===== config.mk =====
export PLATFORM = sky130hd
export DESIGN_NAME = cdb_arbiter
export DESIGN_NICKNAME = d
export VERILOG_FILES = /design/src/rtl/cdb_arbiter.sv
export SDC_FILE = /design/constraint.sdc
export NUM_CORES = 1
export LEC_CHECK = 0
export ABC_AREA = 1
export CORE_UTILIZATION = 49
export DETAILED_ROUTE_END_ITERATION = 16
export PLACE_DENSITY = 0.87
export SLEW_MARGIN = 20
export SYNTH_ARGS = -nofsm -noshare
export SYNTH_HDL_FRONTEND = slang
export SYNTH_SLANG_ARGS = --single-unit

===== constraint.sdc =====
create_clock -name clk -period 3.4 [get_ports clk]
set_input_delay 0.68 -clock clk [delete_from_list [all_inputs] [get_ports clk]]
set_output_delay 0.68 -clock clk [all_outputs]
set_load 0.1 [all_outputs]

===== src/rtl/cdb_arbiter.sv =====
// Common data bus arbiter: three per-source result FIFOs (ALU, LSB, BRU) drained
// round-robin, one result per cycle, onto a registered broadcast. Tag 0 means idle.
module cdb_arbiter #(
    parameter int TAG_W   = 4,
    parameter int DATA_W  = 32,
    parameter int Q_DEPTH = 2
) (
    input  logic              clk,
    input  logic              rst,
    input  logic              rdy,
    input  logic              in_alu_valid,
    input  logic [TAG_W-1:0]  in_alu_tag,
    input  logic [DATA_W-1:0] in_alu_value,
    output logic              out_alu_ready,
    input  logic              in_lsb_valid,
    input  logic [TAG_W-1:0]  in_lsb_tag,
    input  logic [DATA_W-1:0] in_lsb_value,
    input  logic              in_lsb_ioin,
    output logic              out_lsb_ready,
    input  logic              in_bru_valid,
    input  logic [TAG_W-1:0]  in_bru_tag,
    input  logic [DATA_W-1:0] in_bru_value,
    output logic              out_bru_ready,
    input  logic              in_rob_misbranch,
    output logic [TAG_W-1:0]  out_cdb_tag,
    output logic [DATA_W-1:0] out_cdb_value,
    output logic              out_cdb_ioin
);

    localparam int PTR_W = $clog2(Q_DEPTH);
    localparam int CNT_W = PTR_W + 1;
    localparam int NSRC  = 3;

    localparam logic [1:0]        SRC_ALU  = 2'd0;
    localparam logic [1:0]        SRC_LSB  = 2'd1;
    localparam logic [1:0]        SRC_BRU  = 2'd2;
    localparam logic [CNT_W-1:0]  CNT_FULL = CNT_W'(Q_DEPTH);
    localparam logic [CNT_W-1:0]  CNT_ZERO = {CNT_W{1'b0}};
    localparam logic [CNT_W-1:0]  CNT_ONE  = CNT_W'(1);
    localparam logic [PTR_W-1:0]  PTR_ZERO = {PTR_W{1'b0}};
    localparam logic [PTR_W-1:0]  PTR_ONE  = PTR_W'(1);
    localparam logic [TAG_W-1:0]  TAG_NULL = {TAG_W{1'b0}};

    logic [TAG_W-1:0]  q_tag_r   [NSRC][Q_DEPTH];
    logic [DATA_W-1:0] q_value_r [NSRC][Q_DEPTH];
    logic              lsb_ioin_r [Q_DEPTH];
    logic [PTR_W-1:0]  wr_ptr_r  [NSRC];
    logic [PTR_W-1:0]  rd_ptr_r  [NSRC];
    logic [CNT_W-1:0]  count_r   [NSRC];
    logic [1:0]        rr_ptr_r;
    logic [TAG_W-1:0]  cdb_tag_r;
    logic [DATA_W-1:0] cdb_value_r;
    logic              cdb_ioin_r;

    logic [NSRC-1:0]   in_valid_s;
    logic [TAG_W-1:0]  in_tag_s   [NSRC];
    logic [DATA_W-1:0] in_value_s [NSRC];
    logic [NSRC-1:0]   ready_s;
    logic [NSRC-1:0]   nonempty_s;
    logic [NSRC-1:0]   push_s;
    logic [NSRC-1:0]   pop_s;
    logic              grant_vld_s;
    logic [1:0]        grant_idx_s;
    logic [1:0]        cand1_s;
    logic [1:0]        cand2_s;
    logic [TAG_W-1:0]  head_tag_s;
    logic [DATA_W-1:0] head_value_s;
    logic              head_ioin_s;

    function automatic logic [1:0] next_src(input logic [1:0] src);
        logic [1:0] nxt;
        case (src)
            SRC_ALU: nxt = SRC_LSB;
            SRC_LSB: nxt = SRC_BRU;
            default: nxt = SRC_ALU;
        endcase
        return nxt;
    endfunction

    assign in_valid_s    = {in_bru_valid, in_lsb_valid, in_alu_valid};
    assign in_tag_s[0]   = in_alu_tag;
    assign in_tag_s[1]   = in_lsb_tag;
    assign in_tag_s[2]   = in_bru_tag;
    assign in_value_s[0] = in_alu_value;
    assign in_value_s[1] = in_lsb_value;
    assign in_value_s[2] = in_bru_value;

    // Round-robin pick among non-empty heads, starting at rr_ptr_r
    always_comb begin
        cand1_s     = next_src(rr_ptr_r);
        cand2_s     = next_src(cand1_s);
        grant_vld_s = 1'b1;
        grant_idx_s = rr_ptr_r;
        if (nonempty_s[rr_ptr_r]) begin
            grant_idx_s = rr_ptr_r;
        end else if (nonempty_s[cand1_s]) begin
            grant_idx_s = cand1_s;
        end else if (nonempty_s[cand2_s]) begin
            grant_idx_s = cand2_s;
        end else begin
            grant_vld_s = 1'b0;
            grant_idx_s = rr_ptr_r;
        end
    end

    // Per-source occupancy flags and push/pop qualification
    always_comb begin
        ready_s    = {NSRC{1'b0}};
        nonempty_s = {NSRC{1'b0}};
        push_s     = {NSRC{1'b0}};
        pop_s      = {NSRC{1'b0}};
        for (int i = 0; i < NSRC; i++) begin
            ready_s[i]    = (count_r[i] != CNT_FULL);
            nonempty_s[i] = (count_r[i] != CNT_ZERO);
            push_s[i]     = in_valid_s[i] && ready_s[i] && (in_tag_s[i] != TAG_NULL)
                            && !in_rob_misbranch;
            pop_s[i]      = grant_vld_s && (grant_idx_s == 2'(i));
        end
    end

    // Head entry of the granted source; ioin only exists for the LSB queue
    always_comb begin
        head_tag_s   = q_tag_r[grant_idx_s][rd_ptr_r[grant_idx_s]];
        head_value_s = q_value_r[grant_idx_s][rd_ptr_r[grant_idx_s]];
        if (grant_idx_s == SRC_LSB) begin
            head_ioin_s = lsb_ioin_r[rd_ptr_r[1]];
        end else begin
            head_ioin_s = 1'b0;
        end
    end

    // FIFO payload storage; no reset needed since count gates visibility
    always_ff @(posedge clk) begin
        if (rst && rdy) begin
            for (int i = 0; i < NSRC; i++) begin
                if (push_s[i]) begin
                    q_tag_r[i][wr_ptr_r[i]]   <= in_tag_s[i];
                    q_value_r[i][wr_ptr_r[i]] <= in_value_s[i];
                end
            end
            if (push_s[1]) begin
                lsb_ioin_r[wr_ptr_r[1]] <= in_lsb_ioin;
            end
        end
    end

    // Queue pointers, round-robin pointer and the registered broadcast
    always_ff @(posedge clk) begin
        if (!rst) begin
            for (int i = 0; i < NSRC; i++) begin
                wr_ptr_r[i] <= PTR_ZERO;
                rd_ptr_r[i] <= PTR_ZERO;
                count_r[i]  <= CNT_ZERO;
            end
            rr_ptr_r    <= SRC_ALU;
            cdb_tag_r   <= TAG_NULL;
            cdb_value_r <= {DATA_W{1'b0}};
            cdb_ioin_r  <= 1'b0;
        end else if (rdy) begin
            if (in_rob_misbranch) begin
                for (int i = 0; i < NSRC; i++) begin
                    wr_ptr_r[i] <= PTR_ZERO;
                    rd_ptr_r[i] <= PTR_ZERO;
                    count_r[i]  <= CNT_ZERO;
                end
                cdb_tag_r  <= TAG_NULL;
                cdb_ioin_r <= 1'b0;
            end else begin
                for (int i = 0; i < NSRC; i++) begin
                    if (push_s[i]) begin
                        wr_ptr_r[i] <= wr_ptr_r[i] + PTR_ONE;
                    end
                    if (pop_s[i]) begin
                        rd_ptr_r[i] <= rd_ptr_r[i] + PTR_ONE;
                    end
                    case ({push_s[i], pop_s[i]})
                        2'b10:   count_r[i] <= count_r[i] + CNT_ONE;
                        2'b01:   count_r[i] <= count_r[i] - CNT_ONE;
                        default: count_r[i] <= count_r[i];
                    endcase
                end
                if (grant_vld_s) begin
                    cdb_tag_r   <= head_tag_s;
                    cdb_value_r <= head_value_s;
                    cdb_ioin_r  <= head_ioin_s;
                    rr_ptr_r    <= next_src(grant_idx_s);
                end else begin
                    cdb_tag_r  <= TAG_NULL;
                    cdb_ioin_r <= 1'b0;
                end
            end
        end
    end

    assign out_alu_ready = ready_s[0];
    assign out_lsb_ready = ready_s[1];
    assign out_bru_ready = ready_s[2];
    assign out_cdb_tag   = cdb_tag_r;
    assign out_cdb_value = cdb_value_r;
    assign out_cdb_ioin  = cdb_ioin_r;

endmodule


[Word-level counts from Yosys, hierarchy flattened]
Memories as Yosys holds them, arrays and structs flattened.
Index checks and enable logic that the tools add are counted.
Storage, ports and cells
  register bits after elaboration: 39
  memory bits (writable): 230
  word-level logic and storage cells: 256
  memories: 6
Memory list
  q_value_r: words 3, width 64, rd ports 1, clocked after memory_dff 0, write ports 3, RTL line 45  | logic [DATA_W-1:0] q_value_r [NSRC][Q_DEPTH];
  q_tag_r: words 3, width 8, rd ports 1, clocked after memory_dff 0, write ports 3, RTL line 44  | logic [TAG_W-1:0] q_tag_r [NSRC][Q_DEPTH];
  count_r: words 3, width 2, rd ports 3, clocked after memory_dff 0, write ports 3, RTL line 49  | logic [CNT_W-1:0] count_r [NSRC];
  rd_ptr_r: words 3, width 1, rd ports 4, clocked after memory_dff 0, write ports 3, RTL line 48  | logic [PTR_W-1:0] rd_ptr_r [NSRC];
  wr_ptr_r: words 3, width 1, rd ports 3, clocked after memory_dff 0, write ports 3, RTL line 47  | logic [PTR_W-1:0] wr_ptr_r [NSRC];
  lsb_ioin_r: words 2, width 1, rd ports 1, clocked after memory_dff 0, write ports 1, RTL line 46  | logic lsb_ioin_r [Q_DEPTH];
Cells by class
  $add $sub $neg: 12
  magnitude comparators: 10
  eq/ne operators: 13
  muxes and demuxes: 152
  bitwise gates (word level): 29
  reduce and logical (&&, ||, !) cells: 30
Operators by type and width (number)
  $mux W32: 6
  $mux W64: 3
  $mux W1: 105
  $demux W32 S1: 3
  $mux W4: 8
  $mux W2: 15
  $mux W8: 3
  $or A1 B1 Y1: 24
  $logic_and A1 B1 Y1: 16
  $demux W4 S1: 3
  $eq A2 B1 Y1 const B: 6
  $pmux W2 S2: 3
  $reduce_bool A4 Y1: 3
  $lt A2 B3 Y1 const B: 3
  $eq A2 B2 Y1 const B: 4
  $ge A2 B2 Y1 const B: 4
  $not A1 Y2: 4
  $add A1 B1 Y1 const B: 6
  $add A2 B1 Y2 const B: 3
  $bmux W1 S2: 3
  $logic_not A2 Y1: 3
  $lt A2 B1 Y1 const B: 3
  $ne A2 B2 Y1 const B: 3
  $reduce_bool A2 Y1: 3
  other kinds (5): 9

[Logic depth before layout (Yosys ltp)]
Gate-level depths: netlist (run 1).
  depth after elaboration: 20
  mapped depth: 23

[Worst setup path before layout (run 1)]
OpenSTA, ideal clock, no wires.
  path kind: input-to-reg
  from: input port in_rob_misbranch
  to: memory lsb_ioin_r[0] (enable)
  arrival: 3.015 ns
  path slack: -0.047 ns
  stages on the path: 4
  buffers on the path: 1
  path through: clkbuf_1 nor4_1 nand2_1 nor2_1
Between the ends
  word-level cells in the longest chain between the ends: 5
Ends and longest elaborated chain
  start, declared: RTL line 24  | input logic in_rob_misbranch,
  $logic_not A1 Y1: RTL line 116  | && !in_rob_misbranch;
  $logic_and A1 B1 Y1: RTL line 116
  $mux W1: RTL line 141  | if (push_s[1]) begin
  $mux W1: RTL line 134  | if (rst && rdy) begin
  $mux W1 (not written as such): RTL line 142  | lsb_ioin_r[wr_ptr_r[1]] <= in_lsb_ioin;
  end, declared: RTL line 46
No other way between the ends.

==> flow_summary.json, run 1 <==
{
  "ctsHoldBuffers": 0,
  "grt-ovfl-total": 0,
  "dp_cells": 1567,
  "ys_ff_latch": 269,
  "die_area_sq_um": 23900,
  "vias": 8452,
  "layout_common_cells": "nand2_1 (529), edfxtp_1 (230), clkdlybuf4s50_1 (127)",
  "hold_start": "out_cdb_tag[2]$_SDFFE_PN0P_",
  "skew_ns": 0.0143,
  "hold_end": "out_cdb_tag[2]$_SDFFE_PN0P_",
  "area_growth_pct": 25.2,
  "synth-async-reset-ratio": 0,
  "drive_above_1_share": 0.105,
  "ys_warn_count": 0,
  "avgViaCountPerCell": 5.21,
  "tightest_slew_ns": 0.976,
  "cts_made_buffers": 29,
  "syn_nets": 1264,
  "arrival_ns": 3.43,
  "synth.distinct_cells": 34,
  "leakage_uw": 0.00599,
  "crit_fanout": 5,
  "die_y_um": 155,
  "netlist_instances": 1140,
  "grt_use_total": 0.235,
  "finalCriticalPeriod_ns": 3.18,
  "slew_headroom": 0.347,
  "fin_nets": 1437,
  "place_congestion": 0.886,
  "final_common_cell": "nand2_1",
  "first_global_vias": 8320,
  "grt_max_degree": 63,
  "hold_viol_final": 0,
  "required_ns": 3.65,
  "drtPass1Iterations": 5,
  "clock-sinks": 269,
  "reg2reg_depth": 22,
  "r2r-end": "count_r[1][0]$_SDFFCE_PN0P_",
  "row_count": 55,
  "holdCritPathClass": "reg2reg",
  "core_area_sq_um": 22700,
  "routedWlPerCell_um": 17.3,
  "start_util": 0.503,
  "ys.flop_type": "edfxtp_1",
  "place.port_buffers": 155,
  "synth_edf_count": 230,
  "syn_avg_cell_area_sq_um": 10.0,
  "drt_first_iter_violations": 507,
  "r2r_slack_ns": 0.22,
  "drc": 0,
  "diodes": 0,
  "cpMostUsedCell": "nand2_1",
  "cts_root_buf": "clkbuf_16",
  "fin_util": 0.629,
  "crit_type": "reg2reg",
  "cp_slowest_cell": "edfxtp_1",
  "die_w_um": 155,
  "endpoint_kind": "flip-flop",
  "syn_area_sq_um": 11400,
  "cts_tree": "built",
  "final_cells": 1621,
  "fmax_mhz": 314,
  "finalMaxSlewViolations": 0,
  "grt_pass1_wl_um": 43400,
  "vdd_drop_max_mv": 0.450,
  "powerDensity_nw_per_um2": 733,
  "cts_max_path_buffers": 3,
  "setup_viol": 0,
  "crit_chain": "inv_1, ha_2, inv_1, nand3_2, nand2_2, nor2_2, nand2_1, nand2_1, nand2_1, nand2_2, nor2_2, inv_1, nor2_1, ha_1, nor2_1, nand2_1, nor4_1, nor2_1, a21oi_2, buf_4, a21oi_1, nor2_2",
  "place_hpwl_um": 18300,
  "antenna_found_initial": 0,
  "ys_seq_area_frac": 0.674,
  "io-pin-count": 156,
  "ant_nets": 0,
  "period_share": 0.936,
  "r2r-start": "count_r[2][1]$_DFFE_PP_",
  "postCtsSetupRepairBufs": 0,
  "htreeDepth": 1,
  "maxCapViolCount": 0,
  "path_clk_slew_ns": 0.06,
  "cpPeakStageDelay_ns": 0.40,
  "clk_latency_ns": 0.55,
  "status": "completed",
  "holdPathStages": 2,
  "final.setup.tns_ns": 0,
  "cp-start-kind": "flip-flop",
  "routed_wl_um": 28100
}
[cell type report]
type | count | area, sq um
clock inverters | 16 | 170
clock buffers | 38 | 769
inverters | 86 | 325
flip-flops and latches | 269 | 7690
fillers | 1716 | 8420
well taps | 285 | 357
repair buffers | 188 | 1780
multi-input cells | 739 | 3200
[power breakdown]
part,total [uW],internal [uW],switching (uW),leakage (uW)
logic,3580,998,2580,0.00311
clock network,3090,1830,1270,0.000464
registers,3810,3720,81.2,0.00241
[sequential cells by signal (all words and copies together) (netlist names)]
register,flops
wr_ptr_r,3
rr_ptr_r,2
out_cdb_ioin,1
rd_ptr_r,3
q_tag_r,24
out_cdb_tag,4
q_value_r,192
count_r,6
lsb_ioin_r,2
out_cdb_value,32
[Yosys cell counts, types with 2 or more instances]
library cell	instances	area share
a21oi_1	29	0.013
edfxtp_1	230	0.61
ha_1	8	0.0088
nand2_2	6	0.0033
buf_6	7	0.0069
nor2_1	74	0.024
inv_1	78	0.026
nand2_1	529	0.17
dfxtp_1	39	0.068
nor2_2	2	0.0011
nand3_1	43	0.019
o21ai_0	18	0.0079
nand3b_1	8	0.0053
nor4_1	7	0.0038
nand2_4	2	0.0020
buf_1	4	0.0013
clkbuf_1	8	0.0026
buf_2	17	0.0075
inv_2	7	0.0023
buf_4	10	0.0066
[worst max-delay path by stage]
stage                                  startpoint                           to  cells after the start
final                     count_r[2][1]$_DFFE_PP_  count_r[1][0]$_SDFFCE_PN0P_                     22
after floorplan                  in_rob_misbranch      lsb_ioin_r[0]$_DFFE_PP_                      4
after detailed placement            in_alu_tag[2]  count_r[0][0]$_SDFFCE_PN0P_                     12
after CTS                 count_r[2][0]$_DFFE_PP_  count_r[0][0]$_SDFFCE_PN0P_                     18
after global placement              in_alu_tag[2]  count_r[0][0]$_SDFFCE_PN0P_                     12
after global routing      count_r[2][1]$_DFFE_PP_  count_r[0][0]$_SDFFCE_PN0P_                     21
[stage by stage]
step / instance area (sq um) / worst slack [ns] / hold WS [ns] / total power (uW)
floorplan: 11400 / -0.0466 / 0.531 / 6530
global placement: 13300 / 0.0132 / 0.459 / 7270
detailed placement: 13300 / -0.0413 / 0.460 / 7390
CTS: 14200 / 0.0998 / 0.469 / 10500
global route: 14300 / -0.0221 / 0.477 / 11000
finish: 14300 / 0.217 / 0.469 / 10500
[critical path: cells and delay by family (launching register included)]
kind	cells	cell delay (ns)
flip-flops	1	0.40
AO/OA/AOI/OAI	2	0.21
AND/OR/NAND/NOR	14	1.35
adder cells (fa/ha/maj)	2	0.51
buffers and inverters	4	0.40
[cells by family (layout without fill, tap and decap cells)]
| group | count (synthesis) | count (layout) | share of synthesized area |
|---|---|---|---|
| simple gates | 675 | 675 | 0.236 |
| flops | 269 | 269 | 0.674 |
| buf+inv | 132 | 328 | 0.0534 |
| compound gates | 54 | 54 | 0.0261 |
| fa+ha+maj | 8 | 8 | 0.00877 |
| xor+xnor | 1 | 1 | 0.000768 |
| mux | 1 | 1 | 0.000877 |
[layer usage]
| layer | wire (um) | track usage | vias to the layer above |
|---|---|---|---|
| li1 | - | - | 4051 |
| met1 | 11300 | 0.297 | 3987 |
| met2 | 14200 | 0.415 | 345 |
| met3 | 1790 | 0.0319 | 69 |
| met4 | 818 | 0.0844 | 0 |
| met5 | 0 | 0 | - |
[what timing repair did]
action / 4_1_cts / 5_1_grt
hold endpoints to repair: 0 / 0
gates resized for setup: 0 / 12
setup endpoints to repair: 0 / 11
Power figures use the tool's default switching activity.
==> inputs of run 2 (changes only) <==
--- a/config.mk
+++ b/config.mk
@@ -5,10 +5,9 @@
 export SDC_FILE = /design/constraint.sdc
 export NUM_CORES = 1
 export LEC_CHECK = 0
-export ABC_AREA = 1
 export CORE_UTILIZATION = 49
 export DETAILED_ROUTE_END_ITERATION = 16
-export PLACE_DENSITY = 0.87
+export PLACE_DENSITY = 0.88
 export SLEW_MARGIN = 20
 export SYNTH_ARGS = -nofsm -noshare
 export SYNTH_HDL_FRONTEND = slang
==> constraint.sdc (replaced) <==
create_clock -name clk -period 3.4 [get_ports clk]
set_input_delay 0.51 -clock clk [delete_from_list [all_inputs] [get_ports clk]]
set_output_delay 0.51 -clock clk [all_outputs]
set_load 0.1 [all_outputs]
==> flow_summary.json, run 2 <==
{
  "syn_nets": 947,
  "synth.distinct_cells": 44,
  "ys_ff_latch": 269,
  "drc": 0,
  "netlist_instances": 823,
  "holdWs_ns": 0.448,
  "layout_common_cells": "edfxtp_1 (230), clkdlybuf4s50_1 (148), o21ai_0 (84)",
  "period_share": 0.860,
  "syn_area_sq_um": 10700,
  "ys.flop_type": "edfxtp_1",
  "cpPeakStageDelay_ns": 0.51,
  "antenna_found_initial": 1,
  "arrival_ns": 3.20,
  "power.total_uw": 8420,
  "holdCritPathClass": "reg2reg",
  "status": "completed",
  "die_area_sq_um": 22500,
  "ctsResizeCount": 0,
  "drt_first_iter_violations": 704,
  "die_w_um": 150,
  "cp_slowest_cell": "a211oi_1",
  "fmax_mhz": 342,
  "first_global_vias": 7784,
  "num-fill-cells": 1528,
  "required_ns": 3.67,
  "skew_ns": 0.0229,
  "postCtsSetupRepairBufs": 0,
  "cts_made_buffers": 28,
  "row_count": 53,
  "ys_warn_count": 0,
  "synth-async-reset-ratio": 0,
  "routedWlPerCell_um": 22.1,
  "crit_type": "reg2reg",
  "powerDensity_nw_per_um2": 616,
  "synth_edf_count": 230,
  "grt-ovfl-total": 0,
  "slew_headroom": 0.299,
  "clock_power_share": 0.370,
  "rsz0062_at_grt": "false",
  "clk_latency_ns": 0.54,
  "start_util": 0.506,
  "core_area_sq_um": 21200,
  "cp-start-kind": "flip-flop",
  "avgViaCountPerCell": 6.00,
  "routed_wl_um": 28000,
  "htreeDepth": 1,
  "grt_use_total": 0.252,
  "crit_fanout": 7,
  "grt_pass1_wl_um": 42400,
  "combPwrFrac": 0.188,
  "path_clk_slew_ns": 0.06,
  "cts_tree": "built",
  "die_y_um": 150,
  "largest_reg_flops": 192,
  "switchingPower_uw": 2390,
  "crit_family": "compound AO/OA/AOI/OAI gates",
  "grt_max_degree": 78,
  "leakage_uw": 0.00467,
  "tightest_slew_ns": 1.05,
  "ys_seq_area_frac": 0.717,
  "endpoint_kind": "flip-flop",
  "finalMaxSlewViolations": 0,
  "clock-sinks": 269,
  "yosysTopAreaCell": "edfxtp_1",
  "ant_nets": 0,
  "fin_nets": 1096,
  "area_growth_pct": 27.4,
  "synth.top_cells.by_area": "edfxtp_1 (64%), dfxtp_1 (7.3%), o21ai_0 (3.9%)",
  "yosys-top-cells-count": "edfxtp_1 (230), nand2_1 (84), o21ai_0 (84)",
  "crit_chain": "inv_1, ha_1, nor2_1, a211oi_1, inv_1, ha_1, nor2_1, nand2_1, o41ai_1, buf_4, inv_1, nand3_1, o21ai_0",
  "place_congestion": 0.934,
  "cts_root_buf": "clkbuf_16",
  "yosysMostFrequentCell": "edfxtp_1",
  "vias": 7620,
  "final_common_cell": "edfxtp_1",
  "io-pin-count": 156,
  "place_hpwl_um": 16900,
  "fin_util": 0.644,
  "place.port_buffers": 155,
  "hold_viol_final": 0,
  "finalCriticalPeriod_ns": 2.92,
  "synth_top_area_frac": 0.644,
  "seqPwrFrac": 0.442,
  "drive_above_1_share": 0.101,
  "p_sw_frac": 0.283,
  "cpMostUsedCell": "inv_1",
  "cts_max_path_buffers": 3,
  "syn_avg_cell_area_sq_um": 13.0,
  "ctsHoldBuffers": 0,
  "setup_viol": 0,
  "vdd_drop_max_mv": 0.536,
  "cp.buffers_inverters": 4,
  "maxCapViolCount": 0,
  "drtPass1Iterations": 5,
  "p_int_uw": 6030
}
run 2: layout make-up:
cell class	count	area, sq um	share of cell area
Multi-Input combinational cell	478	2790	0.204
Inverter	13	48.8	0.00357
Clock inverter	15	166	0.0122
Clock buffer	37	797	0.0583
Antenna cell	1	2.50	0.000183
Timing Repair Buffer	182	1830	0.134
Tap cell	275	344	0.0252
Sequential cell	269	7690	0.562
run 2: per-layer routing:
layer / up-vias / share of wire / global-route usage
li1: 3460 / - / -
met1: 3673 / 0.39 / 0.322
met2: 443 / 0.50 / 0.435
met3: 44 / 0.088 / 0.0345
met4: 0 / 0.024 / 0.0985
met5: - / 0 / 0
run 2: logic make-up after synthesis:
family / share of synthesized area
flip-flops: 0.717
AND/OR/NAND/NOR: 0.101
AO/OA/AOI/OAI: 0.136
buffers and inverters: 0.0313
adder cells (fa/ha/maj): 0.00933
multiplexers: 0.00478
XOR/XNOR: 0.00163
run 2: power by group through the flow:
stage / Clock [uW] / Sequential (uW) / Combinational [uW]
after detailed placement: 0 / 3790 / 1560
final: 3110 / 3720 / 1580
after global routing: 3290 / 3730 / 1690
after global placement: 0 / 3790 / 1530
after CTS: 3150 / 3720 / 1580
after floorplan: 0 / 4080 / 771
run 2: worst reg2reg max path, delay by kind of cell, from the launching register on:
family | cells | cell delay, ns
and+or+nand+nor | 4 | 0.43
adders and majority gates | 2 | 0.53
DFF | 1 | 0.41
buffers and inverters | 4 | 0.47
AOI/OAI and AO/OA | 3 | 0.84
run 2: metrics by stage:
step | worst slack, ns | std cells | area [sq um] | TNS, ns
finish | 0.476 | 1270 | 13700 | 0
global route | 0.277 | 1270 | 13700 | 0
CTS | 0.521 | 1269 | 13700 | 0
detailed placement | 0.263 | 1217 | 12700 | 0
global placement | 0.327 | 1217 | 12700 | 0
floorplan | -0.558 | 823 | 10700 | -61.76
run 2: worst paths after layout:
| check | slack (ns) | start | endpoint | cells past startpoint |
|---|---|---|---|---|
| max | 0.48 | count_r[2][0]$_DFFE_PP_ | count_r[2][1]$_DFFE_PP_ | 13 |
| min | 0.45 | out_cdb_tag[0]$_SDFFE_PN0P_ | out_cdb_tag[0]$_SDFFE_PN0P_ | 2 |
| max reg2reg | 0.48 | count_r[2][0]$_DFFE_PP_ | count_r[2][1]$_DFFE_PP_ | 13 |
| min reg2reg | 0.45 | out_cdb_tag[0]$_SDFFE_PN0P_ | out_cdb_tag[0]$_SDFFE_PN0P_ | 2 |
